## config.mk

```make
export PLATFORM = sky130hd
export DESIGN_NAME = food_spawner
export DESIGN_NICKNAME = d
export VERILOG_FILES = /design/src/rtl/food_spawner.sv
export SDC_FILE = /design/constraint.sdc
export NUM_CORES = 1
export LEC_CHECK = 0
export ABC_AREA = 0
export CORE_AREA = 2 2 89 91
export CTS_BUF_LIST = sky130_fd_sc_hd__clkbuf_16
export CTS_CLUSTER_SIZE = 8
export DETAILED_ROUTE_END_ITERATION = 10
export DIE_AREA = 0 0 91 93
export GPL_TIMING_DRIVEN = 0
export PLACE_DENSITY = 0.87
export SYNTH_ARGS = -nofsm -noshare
export SYNTH_HDL_FRONTEND = slang
export SYNTH_SLANG_ARGS = --single-unit
export TNS_END_PERCENT = 100
```

## constraint.sdc

```tcl
create_clock -name CLK -period 2.25 [get_ports CLK]
set_input_delay 0.3375 -clock CLK [delete_from_list [all_inputs] [get_ports CLK]]
set_output_delay 0.3375 -clock CLK [all_outputs]
set_load 0.03 [all_outputs]
```

## src/rtl/food_spawner.sv

```systemverilog
// -----------------------------------------------------------------------------
// food_spawner
//   Picks a legal food cell for the snake playfield. Random draws come from two
//   external LFSRs (RAND_X/RAND_Y), which are advanced with a one-cycle RAND_CE
//   strobe. Each draw is range-checked and then checked against the snake-body
//   occupancy store. After MAX_TRIES rejected draws, the block falls back to a
//   raster scan of the grid. If every cell is occupied it reports FAIL.
//
// Configuration macro: FOOD_AVOID_BORDER_EN
//   Defined   : the outer ring of cells is never chosen. Random draws on the
//               border are rejected, and the scan covers x 1..GRID_W-2,
//               y 1..GRID_H-2.
//   Undefined : the whole grid is legal.
//
// Ports
//   CLK, RESET_N        clock (rising edge), asynchronous active-low reset
//   REQ                 spawn request pulse, honoured only in IDLE/DONE
//   RAND_X, RAND_Y      current LFSR values
//   RAND_CE             one-cycle advance strobe to both LFSRs
//   OCC_REQ/OCC_X/OCC_Y occupancy query, held stable until OCC_ACK
//   OCC_ACK, OCC_HIT    occupancy answer (HIT=1 means snake body)
//   FOOD_X, FOOD_Y      last legal food cell, held until the next success
//   FOOD_VALID          level, FOOD_X/Y are valid
//   BUSY                spawn in progress
//   FAIL                level, no free cell exists
// -----------------------------------------------------------------------------
module food_spawner #(
  parameter int GRID_W    = 40,
  parameter int GRID_H    = 30,
  parameter int MAX_TRIES = 16
) (
  input  logic       CLK,
  input  logic       RESET_N,
  input  logic       REQ,
  input  logic [7:0] RAND_X,
  input  logic [7:0] RAND_Y,
  output logic       RAND_CE,
  output logic       OCC_REQ,
  output logic [7:0] OCC_X,
  output logic [7:0] OCC_Y,
  input  logic       OCC_ACK,
  input  logic       OCC_HIT,
  output logic [7:0] FOOD_X,
  output logic [7:0] FOOD_Y,
  output logic       FOOD_VALID,
  output logic       BUSY,
  output logic       FAIL
);

  // Legal coordinate window. This window serves both the random range check
  // and the scan bounds.
`ifdef FOOD_AVOID_BORDER_EN
  localparam logic [7:0] X_MIN = 8'd1;
  localparam logic [7:0] Y_MIN = 8'd1;
  localparam logic [7:0] X_MAX = 8'(GRID_W - 2);
  localparam logic [7:0] Y_MAX = 8'(GRID_H - 2);
`else
  localparam logic [7:0] X_MIN = 8'd0;
  localparam logic [7:0] Y_MIN = 8'd0;
  localparam logic [7:0] X_MAX = 8'(GRID_W - 1);
  localparam logic [7:0] Y_MAX = 8'(GRID_H - 1);
`endif
  localparam logic [7:0] TRIES_MAX = 8'(MAX_TRIES);

  typedef enum logic [2:0] {
    S_IDLE       = 3'd0,
    S_DRAW       = 3'd1,
    S_SAMPLE     = 3'd2,
    S_CHECK      = 3'd3,
    S_SCAN       = 3'd4,
    S_SCAN_CHECK = 3'd5,
    S_DONE       = 3'd6
  } state_t;

  state_t     state_r;
  logic [7:0] try_cnt_r;
  logic [7:0] scan_x_r;
  logic [7:0] scan_y_r;
  logic       rand_ce_r;
  logic       occ_req_r;
  logic [7:0] occ_x_r;
  logic [7:0] occ_y_r;
  logic [7:0] food_x_r;
  logic [7:0] food_y_r;
  logic       food_valid_r;
  logic       busy_r;
  logic       fail_r;

  logic       reject_s;
  logic [7:0] try_next_s;

  // Range check of the freshly advanced LFSR values, plus the saturating
  // try-count increment.
  always_comb begin
    reject_s   = 1'b0;
    try_next_s = try_cnt_r;
`ifdef FOOD_AVOID_BORDER_EN
    reject_s = (RAND_X < X_MIN) || (RAND_X > X_MAX) ||
               (RAND_Y < Y_MIN) || (RAND_Y > Y_MAX);
`else
    reject_s = (RAND_X > X_MAX) || (RAND_Y > Y_MAX);
`endif
    if (try_cnt_r != 8'hFF) begin
      try_next_s = try_cnt_r + 8'd1;
    end else begin
      try_next_s = try_cnt_r;
    end
  end

  // Spawn state machine. All outputs are registered here.
  always_ff @(posedge CLK or negedge RESET_N) begin
    if (!RESET_N) begin
      state_r      <= S_IDLE;
      try_cnt_r    <= 8'd0;
      scan_x_r     <= 8'd0;
      scan_y_r     <= 8'd0;
      rand_ce_r    <= 1'b0;
      occ_req_r    <= 1'b0;
      occ_x_r      <= 8'd0;
      occ_y_r      <= 8'd0;
      food_x_r     <= 8'd0;
      food_y_r     <= 8'd0;
      food_valid_r <= 1'b0;
      busy_r       <= 1'b0;
      fail_r       <= 1'b0;
    end else begin
      case (state_r)
        S_IDLE, S_DONE: begin
          if (REQ) begin
            state_r      <= S_DRAW;
            rand_ce_r    <= 1'b1;
            busy_r       <= 1'b1;
            food_valid_r <= 1'b0;
            fail_r       <= 1'b0;
            try_cnt_r    <= 8'd0;
          end
        end
        S_DRAW: begin
          // The strobe was raised on entry, so it lasts exactly this cycle.
          rand_ce_r <= 1'b0;
          state_r   <= S_SAMPLE;
        end
        S_SAMPLE: begin
          try_cnt_r <= try_next_s;
          occ_x_r   <= RAND_X;
          occ_y_r   <= RAND_Y;
          if (!reject_s) begin
            occ_req_r <= 1'b1;
            state_r   <= S_CHECK;
          end else if (try_next_s >= TRIES_MAX) begin
            state_r <= S_SCAN;
          end else begin
            rand_ce_r <= 1'b1;
            state_r   <= S_DRAW;
          end
        end
        S_CHECK: begin
          if (OCC_ACK) begin
            occ_req_r <= 1'b0;
            if (!OCC_HIT) begin
              food_x_r     <= occ_x_r;
              food_y_r     <= occ_y_r;
              food_valid_r <= 1'b1;
              busy_r       <= 1'b0;
              state_r      <= S_DONE;
            end else if (try_cnt_r >= TRIES_MAX) begin
              state_r <= S_SCAN;
            end else begin
              rand_ce_r <= 1'b1;
              state_r   <= S_DRAW;
            end
          end
        end
        S_SCAN: begin
          scan_x_r  <= X_MIN;
          scan_y_r  <= Y_MIN;
          occ_x_r   <= X_MIN;
          occ_y_r   <= Y_MIN;
          occ_req_r <= 1'b1;
          state_r   <= S_SCAN_CHECK;
        end
        S_SCAN_CHECK: begin
          // OCC_REQ stays high while the pointer steps. Each ACK consumes
          // the query for the coordinates currently presented.
          if (OCC_ACK) begin
            if (!OCC_HIT) begin
              occ_req_r    <= 1'b0;
              food_x_r     <= occ_x_r;
              food_y_r     <= occ_y_r;
              food_valid_r <= 1'b1;
              busy_r       <= 1'b0;
              state_r      <= S_DONE;
            end else if ((scan_x_r == X_MAX) && (scan_y_r == Y_MAX)) begin
              occ_req_r    <= 1'b0;
              fail_r       <= 1'b1;
              food_valid_r <= 1'b0;
              busy_r       <= 1'b0;
              state_r      <= S_DONE;
            end else if (scan_x_r == X_MAX) begin
              scan_x_r <= X_MIN;
              scan_y_r <= scan_y_r + 8'd1;
              occ_x_r  <= X_MIN;
              occ_y_r  <= scan_y_r + 8'd1;
            end else begin
              scan_x_r <= scan_x_r + 8'd1;
              occ_x_r  <= scan_x_r + 8'd1;
            end
          end
        end
        default: begin
          state_r   <= S_IDLE;
          rand_ce_r <= 1'b0;
          occ_req_r <= 1'b0;
          busy_r    <= 1'b0;
        end
      endcase
    end
  end

  assign RAND_CE    = rand_ce_r;
  assign OCC_REQ    = occ_req_r;
  assign OCC_X      = occ_x_r;
  assign OCC_Y      = occ_y_r;
  assign FOOD_X     = food_x_r;
  assign FOOD_Y     = food_y_r;
  assign FOOD_VALID = food_valid_r;
  assign BUSY       = busy_r;
  assign FAIL       = fail_r;

endmodule
```

==> impl_metrics.ini <==
[outcome]
status = completed

[setup_path]
cp.required_ps = 2460
setup.worst_path.start = scan_y_r[1]$_DFFE_PN0P_
reg2reg_from = scan_y_r[1]$_DFFE_PN0P_
start_kind = flop
cp_slowest_stage_delay_ps = 440
end_kind = flop
crit_cells = 9
path_delay_family = simple AND/OR/NAND/NOR gates
cp_cell_sequence = inv_1, ha_1, nor4b_2, nand4_2, o211ai_4, buf_4, a21oi_4, buf_12, mux2_2
reg2reg_depth = 9
cp_max_fo = 8
path_buf_inv = 3
arrival_ps = 2410
crit_type = reg2reg
slowest_stage = dfrtp_1

[final_layout]
layoutNonFillerInstCount = 506
drive_above_1_share = 0.260
area.growth.synth_to_final_pct = 31.6
insertedDiodeCount = 0
finalNetCount = 427
fin_util = 0.619

[synth]
netlist.area_leader.share = 0.452
syn_area_mm2 = 0.00354
postSynthAreaPerCell_um2 = 10.8
ys_top_cells_by_count = dfrtp_1, mux2_2, nand2_1, o21ai_0, nor2_1
ys.flop_type = dfrtp_1
synth-seq-cells = 64
syn_nets = 356
synth_async_sr_flop_share = 1.00
synth_most_common_cell = dfrtp_1
syn_inst = 328
synth_cell_types = 60
yosysSeqAreaShare = 0.452
synth-edff-count = 0
ys_warn_count = 0
yosysTopAreaCell = dfrtp_1
synth_area_leaders = dfrtp_1, mux2_2, o21ai_0, nand2_1, ha_1

[clock_network]
clock_latency_ps = 330
cts.htree.levels = 3
path_clk_slew_ps = 50
numCtsBuffers = 9
max-clock-path-buffers = 2
clock_sinks = 64
cts_root_buffer = clkbuf_16
holdBufCountCts = 0
cts_tree = yes

[sta]
setup_viol = 0
fin_crit_sh = 0.977
worstMarginPinSlew_ps = 841
grt_setup_unrepaired = yes
tns_ps = 0
setup_ws_ps = 52.1
drv_slew = 0
fmax_mhz = 455
finClkSkew_ps = 4.34
final-hold-violation-count = 0
fin_crit_ps = 2200
max_slew_margin = 0.438

[pwr]
cellLeakagePower_nw = 1.91
power.density_mw_per_mm2 = 1260
ir_worst_vdd_uv = 886

[die]
num_rows = 32
core_area_mm2 = 0.00753
die_x_um = 91
dieArea_mm2 = 0.00846
die_y_um = 93
initial_core_util = 0.470
ios = 58

[detailed_routing]
drt_iter0_drc = 256
drtPass1Iterations = 5
route.vias.total = 2930
wirelength_um = 8720
wl_per_cell_um = 17.2
routed_via_density = 5.79
drtAntennaViolNets = 0
drc_errors = 0

[grt]
grt_pass1_vias = 2933
grt_max_degree = 39
globalRouteTotalUtil = 0.209
antenna_found_initial = 0
grt_overflow = 0
grt_pass1_wl_um = 14200

[placed_design]
dp.cells = 488
globalplace.congestion = 0.939
hpwlAfterDp_um = 6040
dp_slack_ps = -212
io_buffers = 57

[hold_path]
hp-class = in2async

[flow_run]
drv_cap = 0
final timing paths:
path                                     endpoint  slack [ps]
min reg2reg                 FOOD_Y[7]$_DFFE_PN0P_         510
max                          OCC_Y[5]$_DFFE_PN0P_          50
min                         FOOD_X[7]$_DFFE_PN0P_         110
min in group CLK            FOOD_Y[7]$_DFFE_PN0P_         510
max in group asynchronous  state_r[1]$_DFFE_PN0P_        1490
max reg2reg                  OCC_Y[5]$_DFFE_PN0P_          50
kinds of logic after synthesis:
group           count (synthesis)  synth area share
buf+inv                        28            0.0357
simple gates                   92             0.140
flops                          64             0.452
mux                            57             0.181
fa+ha+maj                       7            0.0269
compound gates                 70             0.140
xor+xnor                       10            0.0247
worst reg2reg max path, stage by stage (launching register included):
cell	delay [ps]
dfrtp_1	440
inv_1	80
ha_1	140
nor4b_2	250
nand4_2	240
o211ai_4	250
buf_4	180
a21oi_4	60
buf_12	170
mux2_2	270
report_power, final:
group | internal, mW | total [mW] | leakage [nW] | switching [mW]
Clock | 0.960 | 1.46 | 0.158 | 0.499
Sequential | 1.52 | 1.79 | 0.815 | 0.264
Combinational | 1.20 | 2.61 | 0.937 | 1.41
Total | 3.68 | 5.86 | 1.91 | 2.17
placed cells by master (no fill, tap or decap), types with 9 or more instances in the layout:
master	Yosys	final
nand3_1	12	12
inv_1	13	15
a21oi_1	13	13
mux2_2	55	55
nor2_1	17	17
clkbuf_16	0	9
o21ai_0	19	19
clkdlybuf4s50_1	0	56
dfrtp_1	64	62
nand2_1	25	25
layer usage:
metal	track usage	share of wire	routed length (µm)	vias up
li1	-	-	-	1355
met1	0.256	0.40	3460	1432
met2	0.367	0.52	4560	113
met3	0.0379	0.052	449	30
met4	0.0833	0.029	251	0
met5	0	0	0	-
cell type report:
class | instances | area (µm²)
Buffer | 13 | 78.8
Clock buffer | 9 | 225
Clock inverter | 7 | 88.8
Fill cell | 574 | 2870
Inverter | 14 | 56.3
Multi-Input combinational cell | 236 | 1860
Sequential cell | 64 | 1600
Tap cell | 102 | 128
Timing Repair Buffer | 61 | 621
registers in the layout, indices dropped and copies added (netlist names), 3 cells and up:
name / count
FOOD_X: 8
try_cnt_r: 8
scan_y_r: 8
state_r: 3
scan_x_r: 8
OCC_Y: 8
OCC_X: 8
FOOD_Y: 8
what timing repair did:
action,4_1_cts,5_1_grt
resized for setup,5,13
setup buffers,3,0
pin swaps,2,0
setup endpoints to repair,17,33
metrics by stage:
stage               hold WS (ps)  cell area (µm²)  power (mW)
floorplan                   41.9             3540        3.34
global placement             489             4240        4.22
detailed placement           490             4250        4.31
CTS                          141             4620        5.85
global route                 201             4660        6.11
finish                       114             4660        5.86
(Power assumes the default switching activity.)
